$ cat src/rtl/multicycle_control_fsm.sv
// Main control FSM for the multi-cycle RV32I core. It sequences each instruction through
// IF/ID/EX/MEM/WB, drives every datapath strobe and select, and tracks retirement and halt.
module multicycle_control_fsm #(
  parameter int CNT_W = 32
) (
  input  logic             clk,
  input  logic             reset,
  input  logic [6:0]       opcode,
  input  logic             bcond,
  input  logic             halt_req,
  input  logic             mem_ready,
  output logic             mem_read,
  output logic             mem_write,
  output logic             i_or_d,
  output logic             ir_write,
  output logic             mdr_write,
  output logic             alu_out_write,
  output logic             reg_write,
  output logic             pc_write,
  output logic [1:0]       pc_source,
  output logic             alu_src_a,
  output logic [1:0]       alu_src_b,
  output logic             alu_sel,
  output logic [1:0]       wb_sel,
  output logic             halted,
  output logic [CNT_W-1:0] retired
);

  localparam logic [6:0] OP_R      = 7'b0110011;
  localparam logic [6:0] OP_I      = 7'b0010011;
  localparam logic [6:0] OP_LOAD   = 7'b0000011;
  localparam logic [6:0] OP_STORE  = 7'b0100011;
  localparam logic [6:0] OP_BRANCH = 7'b1100011;
  localparam logic [6:0] OP_JAL    = 7'b1101111;
  localparam logic [6:0] OP_JALR   = 7'b1100111;
  localparam logic [6:0] OP_ECALL  = 7'b1110011;

  typedef enum logic [2:0] {
    S_IF   = 3'd0,
    S_ID   = 3'd1,
    S_EX   = 3'd2,
    S_MEM  = 3'd3,
    S_WB   = 3'd4,
    S_HALT = 3'd5
  } state_t;

  state_t state, next_state;
  logic   count_en;

  always_ff @(posedge clk) begin
    if (reset) begin
      state   <= S_IF;
      retired <= '0;
    end else begin
      state <= next_state;
      if (count_en) retired <= retired + CNT_W'(1);
    end
  end

  // Everything is held at zero while reset is high, so an abandoned instruction never commits.
  always_comb begin
    next_state    = S_IF;
    mem_read      = 1'b0;
    mem_write     = 1'b0;
    i_or_d        = 1'b0;
    ir_write      = 1'b0;
    mdr_write     = 1'b0;
    alu_out_write = 1'b0;
    reg_write     = 1'b0;
    pc_write      = 1'b0;
    pc_source     = 2'd0;
    alu_src_a     = 1'b0;
    alu_src_b     = 2'd0;
    alu_sel       = 1'b0;
    wb_sel        = 2'd0;
    halted        = 1'b0;
    if (!reset) begin
      unique case (state)
        S_IF: begin
          mem_read   = 1'b1;
          ir_write   = mem_ready;
          next_state = mem_ready ? S_ID : S_IF;
        end
        S_ID: begin
          alu_src_b     = 2'd1;
          alu_out_write = 1'b1;
          case (opcode)
            OP_ECALL: begin
              if (halt_req) next_state = S_HALT;
              else pc_write = 1'b1;
            end
            OP_JAL: next_state = S_WB;
            OP_R, OP_I, OP_LOAD, OP_STORE, OP_BRANCH, OP_JALR: next_state = S_EX;
            default: pc_write = 1'b1;
          endcase
        end
        S_EX: begin
          alu_src_a = 1'b1;
          case (opcode)
            OP_R: begin
              alu_sel       = 1'b1;
              alu_out_write = 1'b1;
              next_state    = S_WB;
            end
            OP_I: begin
              alu_src_b     = 2'd1;
              alu_sel       = 1'b1;
              alu_out_write = 1'b1;
              next_state    = S_WB;
            end
            OP_LOAD, OP_STORE, OP_JALR: begin
              alu_src_b     = 2'd1;
              alu_out_write = 1'b1;
              next_state    = (opcode == OP_JALR) ? S_WB : S_MEM;
            end
            // ALUOut still holds PC+imm from ID, so a taken branch jumps through it.
            OP_BRANCH: begin
              alu_sel   = 1'b1;
              pc_write  = 1'b1;
              pc_source = bcond ? 2'd2 : 2'd0;
            end
            default: pc_write = 1'b1;
          endcase
        end
        S_MEM: begin
          i_or_d = 1'b1;
          case (opcode)
            OP_LOAD: begin
              mem_read   = 1'b1;
              mdr_write  = mem_ready;
              next_state = mem_ready ? S_WB : S_MEM;
            end
            OP_STORE: begin
              mem_write  = 1'b1;
              pc_write   = mem_ready;
              next_state = mem_ready ? S_IF : S_MEM;
            end
            default: pc_write = 1'b1;
          endcase
        end
        S_WB: begin
          reg_write = 1'b1;
          pc_write  = 1'b1;
          case (opcode)
            OP_LOAD: wb_sel = 2'd1;
            OP_JAL, OP_JALR: begin
              wb_sel    = 2'd2;
              pc_source = 2'd2;
            end
            default: wb_sel = 2'd0;
          endcase
        end
        S_HALT: begin
          halted     = 1'b1;
          next_state = S_HALT;
        end
        default: next_state = S_IF;
      endcase
    end
    count_en = pc_write | ((state == S_ID) && (next_state == S_HALT) && !reset);
  end

endmodule

$ cat config.mk
export PLATFORM = sky130hd
export DESIGN_NAME = multicycle_control_fsm
export DESIGN_NICKNAME = d
export VERILOG_FILES = /design/src/rtl/multicycle_control_fsm.sv
export SDC_FILE = /design/constraint.sdc
export NUM_CORES = 1
export LEC_CHECK = 0
export CORE_AREA = 2 2 71 73
export DETAILED_ROUTE_END_ITERATION = 16
export DIE_AREA = 0 0 73 75
export PLACE_DENSITY = 0.83
export SKIP_LAST_GASP = 1
export SLEW_MARGIN = 15
export SYNTH_ARGS = -nofsm -noshare
export SYNTH_HDL_FRONTEND = slang
export SYNTH_SLANG_ARGS = --single-unit
$ cat constraint.sdc
create_clock -name clk -period 3 [get_ports clk]
set_input_delay 0.3 -clock clk [delete_from_list [all_inputs] [get_ports clk]]
set_output_delay 0.3 -clock clk [all_outputs]
set_load 0.01 [all_outputs]
==> out/summary.log, run 1 <==
qor: synth.number_of_enable_type_register_cells_in_the_synthesized_netlist 0
qor: cts.insertion_delay 0.29 ns
qor: drt.drc 0
qor: placement.dp.final_hpwl 4544 um
qor: synth.yosys_register_bits 35
qor: synth.post_synth_num_cell_types 54
qor: global_route.wire_length_of_the_first_global_routing_pass 10180 um
qor: cells_and_area.post-route-util 65.61%
qor: cts.cts-root-buf clkbuf_8
qor: cells_and_area.multi_input_area 1409 um^2
qor: critical_path.timing.critical_path.from_type input port
qor: global_route.globalRoute.totalOverflow 0
qor: cells_and_area.ff_latch_area 700.7 um^2
qor: drt.wirelength 6056 um
qor: critical_path.slowest_cp_cell or4b_1
qor: critical_path.crit_path_max_incr_delay 0.54 ns
qor: synth.synth_warnings 0
qor: timing.worst_slew_pin_slew 0.8385 ns
qor: run.max_cap_viol_count 0
qor: cts.cts_buffers 5
qor: floorplanning.floorplan.die_area 5475 um^2
qor: drt.avgRoutedWirePerCell 14.73 um
qor: critical_path.worst_ep_arrival_time 2.64 ns
qor: floorplanning.start_util 48.27%
qor: synth.synth-async-reset-ratio 0%
qor: cells_and_area.mostFrequentLayoutCells clkdlybuf4s50_1, dfxtp_1, nor2_1
qor: global_route.grt_antenna_before_repair 0
qor: critical_path.worst_path_most_repeated_cell clkdlybuf4s50_1
qor: pwr.p_leak 1.071 nW
qor: synth.synth-seq-area-share 31.15%
qor: cells_and_area.finish.cell_count_without_fillers 411
qor: synth.synth_top_cell_area_share 31.15%
qor: cts.clock_sink_count 35
qor: synth.post_synthesis_cell_area 2250 um^2
qor: critical_path.timing.critical_path.max_delay_family buffers and inverters
qor: synth.leading_area_contributor_after_synthesis dfxtp_1
qor: timing.final_period_minus_worst_setup_slack 2.942 ns
qor: synth.synth.avg_cell_area 7.839 um^2
qor: cts.clk_pin_slew 0.07 ns
qor: drt.postRouteAntennaNets 0
qor: cts.tritoncts yes
qor: critical_path.path_cells clkdlybuf4s50_1 > nand2_1 > or4b_1 > o211a_1 > o41a_1 > clkdlybuf4s50_1
qor: cts.postCtsHoldBufs 0
qor: drt.via_count 2480
qor: timing.worst_clock_skew 0.009383 ns
qor: timing.finalMaxSlewViolations 0
qor: timing.maxClockFrequency 339.9 MHz
qor: synth.post_synth_main_area_contributors dfxtp_1, nor2_1, nand2_1
qor: floorplanning.std_cell_rows 25
qor: timing.fin_hold_viols 0
qor: timing.unrepaired_setup_endpoints_after_global_routing true
qor: worst_hold_path.holdCritPathClass reg2reg
qor: floorplanning.pin_count 61
qor: cts.cts.htree.levels 2
qor: timing.report.final.setup_viol 0
qor: run_status.outcome finished clean
qor: drt.drtIter0Drc 155
qor: placement.buffers_on_ports 58
qor: cells_and_area.final.fill_count 425
qor: timing.fin_crit_sh 98.07%
qor: global_route.global_route.usage.total 23.33%
qor: pwr.worst_supply_voltage_drop_on_vdd 0.1492 mV
qor: timing.slew_headroom 44.01%
qor: synth.postSynthCellCount 287
qor: floorplanning.core_region_area 4661 um^2
qor: synth.synthFlopType dfxtp_1
qor: drt.drt_pass1_iterations 4
qor: pwr.powerDensity 296.9 nW/um^2
qor: placement.weighted_congestion_at_the_end_of_routability_driven_global_placement 0.9391
qor: cts.clock_path_buffers 2
qor: cells_and_area.drive_gt1_share 12.61%
qor: critical_path.path_buf_inv 2
qor: global_route.grt_start_max_net_pins 45
qor: critical_path.crit_required 2.70 ns
qor: critical_path.reg2reg_slack 0.45 ns
qor: cells_and_area.syn_to_final_growth 35.93%
qor: cells_and_area.antenna-diode-count 0
qor: critical_path.worstSetupEndpointType output pin
qor: floorplanning.fp.dieH 75 um
qor: cts.cts_setup_buffers 0
qor: cells_and_area.nets 370
qor: cells_and_area.final_common_cell clkdlybuf4s50_1
qor: critical_path.path_max_fanout 4
qor: global_route.grt_pass1_vias 2223
qor: placement.numPlacedInstances 404
qor: floorplanning.die-width 73 um
qor: drt.drt-vias-per-instance 6.034
qor: critical_path.worstSetupPathType in2out
-- flip-flops by register name, indices dropped and copies added, names as in the netlist --
signal	cells
retired	32
state	3
-- layout make-up --
type | instances | share of cell area (%)
multi-input cells | 222 | 46.07
repair buffers | 79 | 24.22
flip-flops and latches | 35 | 22.91
clock buffers | 6 | 2.700
well taps | 54 | 2.209
inverters | 14 | 1.718
clock inverters | 1 | 0.1637
-- cells by family after synthesis --
logic type / after synthesis / share of synthesized area, %
AO/OA/AOI/OAI: 63 / 21.08
XOR/XNOR: 1 / 0.3894
adder cells (fa/ha/maj): 1 / 0.5561
buffers and inverters: 31 / 6.618
flip-flops: 35 / 31.15
multiplexers: 9 / 4.449
other: 1 / 0.1667
AND/OR/NAND/NOR: 146 / 35.59
-- final timing paths --
kind,startpoint,endpoint,cells after the start
max,opcode[1],pc_write,6
min,retired[14],retired[14],2
max reg2reg,state[2],retired[25],6
min reg2reg,retired[14],retired[14],2
-- power breakdown --
group | switching [mW] | total, mW | internal, mW | leakage (nW)
sequential | 0.00121 | 0.467 | 0.466 | 0.282
combinational | 0.0516 | 0.0928 | 0.0412 | 0.741
clock | 0.168 | 0.349 | 0.180 | 0.0470
-- Yosys cell counts, drive strengths merged, types with 5 or more instances --
master	number
buf	8
dfxtp	35
o21a	5
o41ai	7
o311ai	8
nand4	10
nor3	16
a21oi	16
inv	14
mux2	8
o31ai	6
nor2b	7
o211ai	6
clkbuf	9
o21ai	7
and3	6
or4	12
nor4	8
nor2	30
nand3	9
nand2	28
-- through the flow --
stage               setup TNS, ns  hold WS [ns]  area (um^2)  total power [mW]  worst slack, ns
floorplan                       0        0.5043         2253            0.5277           0.4724
global placement                0        0.4818         2963            0.5664          0.07768
detailed placement              0        0.4898         2963            0.5690         0.005277
CTS                             0        0.4977         3050            0.9130          0.08962
global route            -0.005286        0.5304         3058            0.9464        -0.005286
finish                          0        0.5005         3058            0.9080          0.05791
-- worst register-to-register path: stages (launching register included) --
cell and delay (ns):
dfxtp_1 0.36, or4b_4 0.50, or4_4 0.50, o311ai_4 0.14, o311ai_2 0.29, nor4_1 0.30
mux2_2 0.37
-- repair_timing --
action	4_1_cts	5_1_grt
hold endpoints to repair	0	0
endpoints found under the setup margin	0	1
gates resized for setup	0	2
-- metal layers --
metal	routed length (um)	global-route usage [%]
met3	355	5.355
met5	0	0
met4	131	7.819
met1	2562	28.59
met2	3007	40.44
No activity file was read; power rests on OpenSTA's default activity.
==> inputs of run 2 (changes only) <==
--- a/config.mk
+++ b/config.mk
@@ -10,7 +10,6 @@
 export DIE_AREA = 0 0 73 75
 export PLACE_DENSITY = 0.83
 export SKIP_LAST_GASP = 1
-export SLEW_MARGIN = 15
 export SYNTH_ARGS = -nofsm -noshare
 export SYNTH_HDL_FRONTEND = slang
 export SYNTH_SLANG_ARGS = --single-unit
==> results of run 2 <==
No change in the layout: final DEF, timing and power equal those of run 1.
==> variant 1: new RTL, flow settings as in run 1 <==
Reset style: asynchronous (`reset`), changed in one clocked block.
--- a/src/rtl/multicycle_control_fsm.sv
+++ b/src/rtl/multicycle_control_fsm.sv
@@ -47,7 +47,7 @@
   state_t state, next_state;
   logic   count_en;
 
-  always_ff @(posedge clk) begin
+  always_ff @(posedge clk or posedge reset) begin
     if (reset) begin
       state   <= S_IF;
       retired <= '0;
Check against the original RTL: differs if reset is asserted again (counterexample within 4 cycles, from zero or initial values and one cycle with reset high); with reset held inactive, the same outputs for 10 cycles.
==> variant 1 against run 1 <==
- sequential power grew 11%
- worst setup slack gained 0.28 ns
- power grew 10%
- sequential cell count is the same
- synthesized area shrank 7.2%
- clock power shrank 6.3%
- design area shrank 7.0%
- routed wire length shrank 16%
- largest cell class unchanged
- largest power group unchanged
==> variant 1: results (changes against run 1) <==
Parameter                              Value

Placement
  Routability-driven placement congestion ratio    0.786 (was 0.939)
  Post-placement cell count    323 (was 404)
  Hpwl dp    3.66 mm (was 4.54 mm)

Power
  IR drop worst, VDD    343 uV (was 149 uV)
  Switching Power    264 uW (was 221 uW)
  Total power    1.00 mW (was 908 uW)
  Clock network fraction of design power    32.7% (was 38.4%)
  Leakage component of the power    1.11 nW (was 1.07 nW)

Detailed routing
  Routed length on met1    2.35 mm (was 2.56 mm)
  Wire length on met3    232 um (was 355 um)
  WL met2    2.42 mm (was 3.01 mm)
  DRT iter0 DRCs    131 (was 155)
  Wire length per cell    15.5 um (was 14.7 um)

Synth
  Instance count of the mapped netlist    216 (was 287)
  Post-Synth XOR/XNOR Area    13.4% (was 0.389%)
  Main area contributors after synthesis    dfrtp_1, xnor2_1, o211ai_1, o2111ai_1, nor2_1 (was dfxtp_1, nor2_1, nand2_1, or4_1, a21oi_1)
  Post-synthesis share of cell area spent on full adders, half adders and majority gates    0.599% (was 0.556%)
  Share of synthesized registers carrying an async set or reset    100% (was 0%)
  Top cell types by occurrence after synthesis    dfrtp_1, xnor2_1, nor2_1, o211ai_1, o2111ai_1 (was dfxtp_1, nor2_1, nand2_1, a21oi_1, nor3_1)
  Compound-Gate Fraction of Synth Area    19.6% (was 21.1%)

Layout
  Top Registers    retired (32), state (3) (unchanged)
  Fill cells    388 (was 425)
  Net total in the final layout    289 (was 370)
  Final Non-Filler Cells    331 (was 411)
  Fraction of final layout cells with drive strength greater than 1    6.86% (was 12.6%)

Critical path
  Data arrival time of the worst path    2.36 ns (was 2.64 ns)
  Reg-to-reg slack, setup    0.77 ns (was 0.45 ns)
  RR Endpoint    retired[1] (was retired[25])
  Worst setup startpoint    opcode[6] (was opcode[1])
  Startpoint of the worst register-to-register path    state[0] (was state[2])

Min path
  Hold path startpoint    retired[31] (was retired[14])
  WHS Endpoint    retired[31] (was retired[14])

Global routing
  Global-route met2 utilization    29.4% (was 40.4%)
  Total routing resource utilization after global routing    19.4% (was 23.3%)
  Global Route met3 Usage    2.95% (was 5.35%)
  Number of global-route vias before repair    1746 (was 2223)
  Wire length of the first global-routing pass    8.31 mm (was 10.2 mm)

Timing
  Shortest period the worst path allows    2.66 ns (was 2.94 ns)
  Worst slew margin relative to its limit    62.1% (was 44.0%)
  Max Clock Skew    0.00420 ns (was 0.00938 ns)

CTS
  Latest clock arrival within the worst-skew pair    0.28 ns

Outcome
  Status    finished clean (unchanged)
## variant 1: cell types whose count changed after synthesis, sizes merged, moves of 11 or more
cell     before  now
xnor2         0   32
o2111ai       0   11
nor2         30   18
nor3         16    5
or4          12    0
dfrtp         0   35
nand2        28   10
dfxtp        35    0
## variant 1: timing repair
action                     in CTS  in global routing
hold endpoints to repair        0                  0
setup endpoints to repair       0                  1
resized for setup               0                  2
## variant 1: final cells by class
class	count	area [um2]	share of cell area, %
flip-flops and latches	35	876	30.8
clock buffers	7	76.3	2.68
clock inverters	1	5.00	0.176
repair buffers	66	656	23.1
multi-input cells	161	1140	40.0
well taps	54	67.6	2.38
inverters	7	26.3	0.924
## variant 1: worst max-delay path, cell delays in order
cell             delay, ns
clkdlybuf4s50_1       0.47
and3b_1               0.24
nand4_1               0.14
buf_4                 0.15
o211ai_1              0.13
a311oi_4              0.32
clkdlybuf4s50_1       0.61
==> variant 2: new RTL, config.mk and constraints of run 1 <==
Without the edit above. Change the parameter `CNT_W` from 32 to 16.
--- a/src/rtl/multicycle_control_fsm.sv
+++ b/src/rtl/multicycle_control_fsm.sv
@@ -1,7 +1,7 @@
 // Main control FSM for the multi-cycle RV32I core. It sequences each instruction through
 // IF/ID/EX/MEM/WB, drives every datapath strobe and select, and tracks retirement and halt.
 module multicycle_control_fsm #(
-  parameter int CNT_W = 32
+  parameter int CNT_W = 16
 ) (
   input  logic             clk,
   input  logic             reset,
Interface: changed (resized retired); port bits go from 61 to 45. The function was not compared with the original's and may differ.
==> variant 2 against run 1 <==
- routed wire length is 43% lower
- critical path depth unchanged
- synthesized cell count decreased by 40%
- design area decreased by 41%
- worst hold slack got worse by 0.011 ns
- sequential power shrank 44%
- count of clock-buffer cells in the layout is 2 lower
- power fell by 43%
- worst setup slack improved by 0.26 ns
- sequential cell count fell by 16
- synthesized area shrank 41%
- largest cell class unchanged
==> variant 2: results (changes against run 1) <==
Parameter                              Value

Layout
  Layout non-clock buf frac    24.5% (was 24.2%)
  Proportion of cell area spent on the clock network    2.49% (was 2.86%)
  Clkbuf count    4 (was 6)
  Proportion of cell area occupied by registers    21.1% (was 22.9%)
  Top Registers    retired (16), state (3) (was retired (32), state (3))
  Area occupied by multi-input gates    843 um2 (was 0.00141 mm2)
  Nonclk buf count    45 (was 79)

Outcome
  Status    finished clean (unchanged)

CTS
  Number of buffers added by the clock tree synthesis step    3 (was 5)

Power
  Share of total power in combinational logic    15.5% (was 10.2%)

Critical path
  Reg-to-reg slack, setup    0.80 ns (was 0.45 ns)
  Data arrival time of the worst path    2.38 ns (was 2.64 ns)
  RR Endpoint    retired[15] (was retired[25])
  Startpoint of the worst register-to-register path    state[0] (was state[2])

Synth
  Multiplexer fraction of the synthesized cell area    2.35% (was 4.45%)
  Seq/Total Area, Yosys    28.6% (was 31.1%)
  Count of different cell masters after synthesis    52 (was 54)

Detailed routing
  Wire length per cell    13.0 um (was 14.7 um)
  DRT iter0 DRCs    108 (was 155)
  Post-DR vias/cell    5.30 (was 6.03)

Global routing
  Total routing resource utilization after global routing    13.0% (was 23.3%)
  Wire length of the first global-routing pass    5.88 mm (was 10.2 mm)

Placement
  Number of buffers added on ports    42 (was 58)
  Worst slack, placed    0.338 ns (was 0.00528 ns)

Timing
  Max Clock Skew    0.00467 ns (was 0.00938 ns)
## variant 2: cell types whose count changed in the layout (fill, tap and decap cells not counted), moves of 7 or more
cell,run 1,this run
nor3_1,15,6
nand2_1,28,17
inv_1,14,6
nor4_1,7,0
dfxtp_1,35,19
clkdlybuf4s50_1,57,42
buf_4,21,3
nor2_1,30,12
## variant 2: how the worst min path moves through the flow
stage,end,slack [ns],from,cells after the start
after global placement,retired[15],0.47,retired[15],2
final,retired[15],0.49,retired[15],2
after detailed placement,retired[15],0.48,retired[15],2
after CTS,retired[15],0.49,retired[15],2
after floorplan,retired[15],0.50,retired[15],2
after global routing,retired[15],0.53,retired[15],2
## variant 2: cells by family after synthesis
family / after synthesis
fa+ha+maj: 1
flops: 19
compound gates: 46
buf+inv: 18
other cells: 1
mux: 3
simple gates: 79
xor+xnor: 4
## variant 2: routing by layer
metal	vias to the layer above	routed length (um)	track usage (%)
li1	711	-	-
met1	646	1520	17.2
met2	41	1680	21.8
met3	2	209	2.68
met4	0	14	3.09
met5	-	0	0
